`src/rtl/decode_pipe.sv`:
```
`timescale 1ns/1ps
// decode_pipe: registered decode stage (ID/EX) with valid/ready on both sides, load-use bubbles and flush.
// Optional: define DECODE_MUL_INTERLOCK_EN to add the multi-cycle MUL issue interlock (mul_cnt).
module decode_pipe #(
  parameter int XLEN    = 32,
  parameter int MUL_LAT = 3
) (
  input  logic            clk,
  input  logic            rst,
  input  logic            F_valid,
  input  logic [XLEN-1:0] F_inst,
  output logic            F_ready,
  input  logic            flush,
  input  logic            E_ready,
  output logic            E_valid,
  output logic [5:0]      E_opc,
  output logic [4:0]      E_ra,
  output logic [4:0]      E_rb,
  output logic [4:0]      E_rd,
  output logic [XLEN-1:0] E_imm,
  output logic            E_we,
  output logic [3:0]      E_alu_op,
  output logic            E_ld,
  output logic            E_str,
  output logic            E_byt,
  output logic            E_brn,
  output logic            E_addi,
  output logic            E_mul,
  output logic            D_stall
);

  typedef struct packed {
    logic       we;
    logic [3:0] alu_op;
    logic       ld;
    logic       str;
    logic       byt;
    logic       brn;
    logic       addi;
    logic       mul;
  } ctl_t;

  function automatic ctl_t decode_ctl(input logic [5:0] opc, input logic [4:0] rd);
    ctl_t c;
    c = '0;
    case (opc)
      6'd0, 6'd1, 6'd2, 6'd3,
      6'd4, 6'd5, 6'd6, 6'd7: c.alu_op = opc[3:0];
      6'd8:  c.addi = 1'b1;
      6'd9:  c.alu_op = 4'd9;
      6'd10: c.alu_op = 4'd10;
      6'd13: begin
        c.brn = 1'b1;
        case (rd)
          5'd1:    c.alu_op = 4'd8;
          5'd2:    c.alu_op = 4'd9;
          5'd3:    c.alu_op = 4'd10;
          default: c.alu_op = 4'd0;
        endcase
      end
      6'd14: begin
        c.alu_op = 4'd11;
        c.mul    = 1'b1;
      end
      default: c.alu_op = 4'd0;
    endcase
    // Memory and width flags come from the low/high opcode bits, independent of the table above.
    c.ld  = (opc[4:0] == 5'b01011);
    c.str = (opc[4:0] == 5'b01100);
    c.byt = opc[5];
    c.we  = (opc <= 6'd10) | c.ld | c.mul;
    return c;
  endfunction

  function automatic logic signed [XLEN-1:0] sext_imm(input logic [10:0] raw);
    logic signed [XLEN-1:0] r;
    r = {{(XLEN-11){raw[10]}}, raw};
    return r;
  endfunction

  // Stage p0: combinational decode of the fetched instruction
  ctl_t                   ctl_p0;
  logic signed [XLEN-1:0] imm_p0;
  logic                   adv;
  logic                   hazard;
  logic                   busy;
  logic                   accept;

  ctl_t                   ctl_p1;
  logic                   vld_p1;
  logic [5:0]             opc_p1;
  logic [4:0]             ra_p1;
  logic [4:0]             rb_p1;
  logic [4:0]             rd_p1;
  logic signed [XLEN-1:0] imm_p1;

  assign ctl_p0 = decode_ctl(F_inst[31:26], F_inst[15:11]);
  assign imm_p0 = sext_imm(F_inst[10:0]);

  assign adv    = !vld_p1 | E_ready;
  assign hazard = vld_p1 & ctl_p1.ld & ((rd_p1 == F_inst[25:21]) | (rd_p1 == F_inst[20:16]));
  assign F_ready = adv & !hazard & !busy & !flush;
  assign accept  = F_valid & F_ready;
  assign D_stall = F_valid & (hazard | busy);

`ifdef DECODE_MUL_INTERLOCK_EN
  localparam int CNT_W = (MUL_LAT > 1) ? $clog2(MUL_LAT) : 1;
  logic [CNT_W-1:0] mul_cnt;

  always_ff @(posedge clk or posedge rst) begin
    if (rst)                              mul_cnt <= '0;
    else if (flush)                       mul_cnt <= '0;
    else if (vld_p1 & E_ready & ctl_p1.mul) mul_cnt <= CNT_W'(MUL_LAT - 1);
    else if (mul_cnt != '0)               mul_cnt <= mul_cnt - CNT_W'(1);
  end

  assign busy = (mul_cnt != '0);
`else
  assign busy = 1'b0;
`endif

  // Stage p1: ID/EX register
  always_ff @(posedge clk or posedge rst) begin
    if (rst)         vld_p1 <= 1'b0;
    else if (flush)  vld_p1 <= 1'b0;
    else if (accept) vld_p1 <= 1'b1;
    else if (adv)    vld_p1 <= 1'b0;
  end

  // Data fields only move on accept so a bubble leaves the last bundle visible.
  always_ff @(posedge clk or posedge rst) begin
    if (rst) begin
      opc_p1 <= '0;
      ra_p1  <= '0;
      rb_p1  <= '0;
      rd_p1  <= '0;
      imm_p1 <= '0;
      ctl_p1 <= '0;
    end else if (accept) begin
      opc_p1 <= F_inst[31:26];
      ra_p1  <= F_inst[25:21];
      rb_p1  <= F_inst[20:16];
      rd_p1  <= F_inst[15:11];
      imm_p1 <= imm_p0;
      ctl_p1 <= ctl_p0;
    end
  end

  assign E_valid  = vld_p1;
  assign E_opc    = opc_p1;
  assign E_ra     = ra_p1;
  assign E_rb     = rb_p1;
  assign E_rd     = rd_p1;
  assign E_imm    = imm_p1;
  assign E_we     = ctl_p1.we;
  assign E_alu_op = ctl_p1.alu_op;
  assign E_ld     = ctl_p1.ld;
  assign E_str    = ctl_p1.str;
  assign E_byt    = ctl_p1.byt;
  assign E_brn    = ctl_p1.brn;
  assign E_addi   = ctl_p1.addi;
  assign E_mul    = ctl_p1.mul;

endmodule

```
`config.mk`:
```
export PLATFORM = sky130hd
export DESIGN_NAME = decode_pipe
export DESIGN_NICKNAME = d
export VERILOG_FILES = /design/src/rtl/decode_pipe.sv
export SDC_FILE = /design/constraint.sdc
export NUM_CORES = 1
export LEC_CHECK = 0
export BUFFER_PORTS_ARGS = -buffer_cell sky130_fd_sc_hd__clkbuf_2
export CORE_ASPECT_RATIO = 0.9
export CORE_UTILIZATION = 37
export CTS_CLUSTER_SIZE = 40
export DETAILED_ROUTE_END_ITERATION = 8
export HOLD_SLACK_MARGIN = 0.05
export PLACE_DENSITY = 0.66
export SYNTH_ARGS = -nofsm -noshare
export SYNTH_HDL_FRONTEND = slang
export SYNTH_SLANG_ARGS = --single-unit
```
`constraint.sdc`:
```
create_clock -name clk -period 2.15 [get_ports clk]
set_clock_uncertainty 0.05 [all_clocks]
set_input_delay 0.215 -clock clk [delete_from_list [all_inputs] [get_ports clk]]
set_output_delay 0.215 -clock clk [all_outputs]
set_load 0.05 [all_outputs]
```
==> results.txt <==
The run finished with clean final reports. Yosys printed 0 warnings. Subtracting the final worst setup slack from the clock period gives 2.09 ns.

The largest incremental delay on the critical path came out at 0.44 ns. The slowest stage of the critical path is the sky130_fd_sc_hd__dfrtp_2 cell. Type of the worst setup path: flip-flop to output port. The mean routed wirelength per cell came out at 13.1 um. For the via count of the first global-routing pass, the log shows 1464.

The mapped cell area was 0.00217 mm2. The run gives 214 as the number of nets in the synthesized netlist. Across all layers, the routed design uses 1567 vias.

The power per unit of standard cell area is 966 mW/mm2. Sum of net half-perimeters after detailed placement: 3.34 mm. The fraction of layout cells with a size suffix above 1 came out at 0.623.

The count of state elements after synthesis works out to 43. The top-area cell type share of the netlist area was 0.496; the number of setup violations in the final report was 0. The clock insertion delay at the later pin of the skew report was 0.29 ns; the number of gates on the worst path with buffers counted was 5. The run gives 43 as the number of sinks handled by clock tree synthesis.

In this run the vertical extent of the chip is 74.6 um. For the worst flop-to-flop path, the logic depth is 6. The floorplan step defined a core boundary enclosing 0.00566 mm2. At the end of routability-driven placement, the weighted congestion stood at 0.782. The clock-pin slew on the worst setup and hold paths is 0.08 ns. TritonCTS built the clock tree.

In this run the mean area of a mapped cell was 12.3 um2. The overall die width was 82.7 um. The maximum fanout along the worst path works out to 4.

The area growth from synthesis to layout is 26.0%. Number of buffers and inverters on the critical path: 1. For this run, design rule violations remaining after detail routing come to 0. Counting instances, the worst hold path has a depth of 2. Dividing the detail-routed via count by the number of cells gives 4.68. Pin placement for this block handled 104 I/O pins.

STA puts the critical path data arrival time at 1.83 ns. The fraction of the core area covered by cells at the end of the flow came out at 0.483. The tools report the number of maximum-capacitance violations as 0. The critical path goes through xor2_1 -> nor4_2 -> a22oi_2 -> and2b_2 -> buf_8. The transition time at the pin with the least slew margin is 0.529 ns, and the number of nets in the finished design is 301. In this run the number of H-tree levels came out at 2. Summing internal, switching and leakage power gives 2.64 mW. For the initial antenna violation count, the log shows 0. Of all cell types, the one taking the most synthesized area is sky130_fd_sc_hd__dfrtp_1. The run gives 0 as the total overflow reported by the global router. The analysis attributes to cell leakage a power of 1.40 nW.

In this run the worst hold path is classified as input pin to flip-flop. The tools report the maximum number of pins on one net before global-route repair as 36. Family with the most delay on the worst path: simple AND/OR/NAND/NOR gates. The run gives 4 as the number of optimization iterations in the first detailed-route pass. For the number of placement rows, the log shows 26. The count of nets left with antenna violations after detail routing was 0; the worst slew slack as a fraction of its limit was 0.648.

The count of buffers added on input and output ports is 103. The tools report the startpoint kind of the worst setup timing path as a flip-flop. The maximum vdd ir drop was 0.000463 V; the register-to-register path setup slack was 0.11 ns. The number of buffers added by the clock tree synthesis step came out at 5. Setup repair after global routing could not meet its margin everywhere. For the worst setup path, the data required time is 1.88 ns. The nature of the critical path endpoint is an output port. The run gives 56 as the number of DRC markers in iteration 0.

The final layout contains routed wiring with a total length of 4.38 mm. For the total global-route track usage, the log shows 0.151. The tools report the top achievable clock speed as 477 MHz. The logs give 0.00617 mm2 for the floorplan die area and 0 ns for the sum of negative setup slack. The first global-routing pass estimated 6.80 mm of wire. The number of max-slew violations in the final report was 0.

After synthesis, the netlist uses 28 different library cells. The post-synthesis sequential area ratio is 0.496. Synthesis produced a netlist whose cell count is 177. The starting density of the core was 0.383. The share of the clock period used by the worst path after layout works out to 0.974. The tools report the clock root buffer as sky130_fd_sc_hd__clkbuf_8. The tools report the clock tree buffer depth as 2.

By area the synthesized netlist is led by sky130_fd_sc_hd__dfrtp_1 50%, sky130_fd_sc_hd__mux2_2 18%, sky130_fd_sc_hd__buf_4 7.6%. The run gives 0 as the total count of hold-check failures in the final report. The repair_antennas step left the layout with diodes totalling 0.
[repair_timing]
action / CTS / global route
endpoints found under the hold margin: 15 / 0
resized for setup: 3 / 8
hold buffers: 2 / 0
setup endpoints to repair: 2 / 2
buffers inserted: 0 / 1
pin swaps: 0 / 4
[placed cells by master (no fill, tap or decap), types with 2 or more instances in the layout]
cell                            count
sky130_fd_sc_hd__a21oi_1            3
sky130_fd_sc_hd__clkbuf_1           2
sky130_fd_sc_hd__clkbuf_2         101
sky130_fd_sc_hd__nand2_1            8
sky130_fd_sc_hd__clkbuf_8           5
sky130_fd_sc_hd__nor4_1             2
sky130_fd_sc_hd__mux2_4             4
sky130_fd_sc_hd__mux2_2            35
sky130_fd_sc_hd__nor4_2             2
sky130_fd_sc_hd__nor2_1             9
sky130_fd_sc_hd__o21ai_0            4
sky130_fd_sc_hd__and2b_2            2
sky130_fd_sc_hd__inv_1              5
sky130_fd_sc_hd__dlygate4sd3_1      2
sky130_fd_sc_hd__dfrtp_1           42
sky130_fd_sc_hd__xor2_1             9
sky130_fd_sc_hd__nor3_1             3
sky130_fd_sc_hd__nor2b_1            2
sky130_fd_sc_hd__mux2i_1            3
sky130_fd_sc_hd__buf_4              5
[cells in the mapped netlist]
cell / number
sky130_fd_sc_hd__a21oi_1: 3
sky130_fd_sc_hd__a22oi_2: 1
sky130_fd_sc_hd__a32oi_1: 1
sky130_fd_sc_hd__and2_2: 1
sky130_fd_sc_hd__and2b_2: 2
sky130_fd_sc_hd__and4bb_2: 1
sky130_fd_sc_hd__buf_4: 22
sky130_fd_sc_hd__buf_6: 4
sky130_fd_sc_hd__clkbuf_1: 4
sky130_fd_sc_hd__dfrtp_1: 43
sky130_fd_sc_hd__inv_1: 6
sky130_fd_sc_hd__mux2_2: 35
sky130_fd_sc_hd__mux2_4: 4
sky130_fd_sc_hd__mux2i_1: 3
sky130_fd_sc_hd__nand2_1: 8
sky130_fd_sc_hd__nand2b_1: 1
sky130_fd_sc_hd__nand3_1: 1
sky130_fd_sc_hd__nand3_4: 1
sky130_fd_sc_hd__nand4_1: 1
sky130_fd_sc_hd__nor2_1: 9
sky130_fd_sc_hd__nor2b_1: 2
sky130_fd_sc_hd__nor3_1: 3
sky130_fd_sc_hd__nor4_1: 4
sky130_fd_sc_hd__o2111ai_1: 1
sky130_fd_sc_hd__o21ai_0: 4
sky130_fd_sc_hd__o21ba_2: 1
sky130_fd_sc_hd__o31a_1: 1
sky130_fd_sc_hd__xor2_1: 10
[layout make-up]
| type | count | area [um2] |
|---|---|---|
| Tap cell | 70 | 87.6 |
| Multi-Input combinational cell | 98 | 865 |
| Fill cell | 559 | 2930 |
| Clock inverter | 1 | 5.00 |
| Timing Repair Buffer | 110 | 598 |
| Sequential cell | 43 | 1080 |
| Clock buffer | 7 | 76.3 |
| Inverter | 6 | 22.5 |
[logic make-up after synthesis]
logic type             count (synthesis)  synth area share
flip-flops                            43             0.496
multiplexers                          42             0.223
buffers and inverters                 36             0.114
AND/OR/NAND/NOR                       34            0.0871
AO/OA/AOI/OAI                         12            0.0387
XOR/XNOR                              10            0.0404
[power by group]
group / internal [mW] / switching [mW] / leakage, nW
Sequential: 0.920 / 0.0846 / 0.525
Combinational: 0.284 / 0.856 / 0.832
Clock: 0.228 / 0.265 / 0.0422
[sequential cells by signal, indices dropped and copies added (netlist names)]
register and count:
E_mul 1, E_ra 5, E_imm 11, E_opc 5
E_brn 1, E_rb 5, E_ld 1, E_byt 1
E_valid 1, E_alu_op 4, E_rd 5, E_str 1
E_we 1, E_addi 1
[final timing paths]
check	startpoint	end
min in group asynchronous	rst	E_alu_op[2]
min	F_inst[9]	E_imm[9]
min reg2reg	E_imm[7]	E_imm[7]
max	E_rd[4]	D_stall
max reg2reg	E_rd[4]	E_we
max in group asynchronous	rst	E_rd[4]
[per-stage QoR]
step	cell area, um2	instances	hold slack, ns	worst slack, ns
floorplan	2170	177	0.231	0.0581
global placement	2590	324	0.131	0.0973
detailed placement	2590	324	0.132	0.0892
CTS	2710	334	0.0971	0.0192
global route	2730	335	0.0929	-0.00336
finish	2730	335	0.105	0.0551
[metal layers]
layer  vias up  wire length [um]  track usage
met3         7               349       0.0509
met4         0                50       0.0498
met2        72              2000        0.240
li1        751                 -            -
met5         -                 0            0
met1       737              1980        0.194
Note: power is estimated with default switching activity, not from simulation.
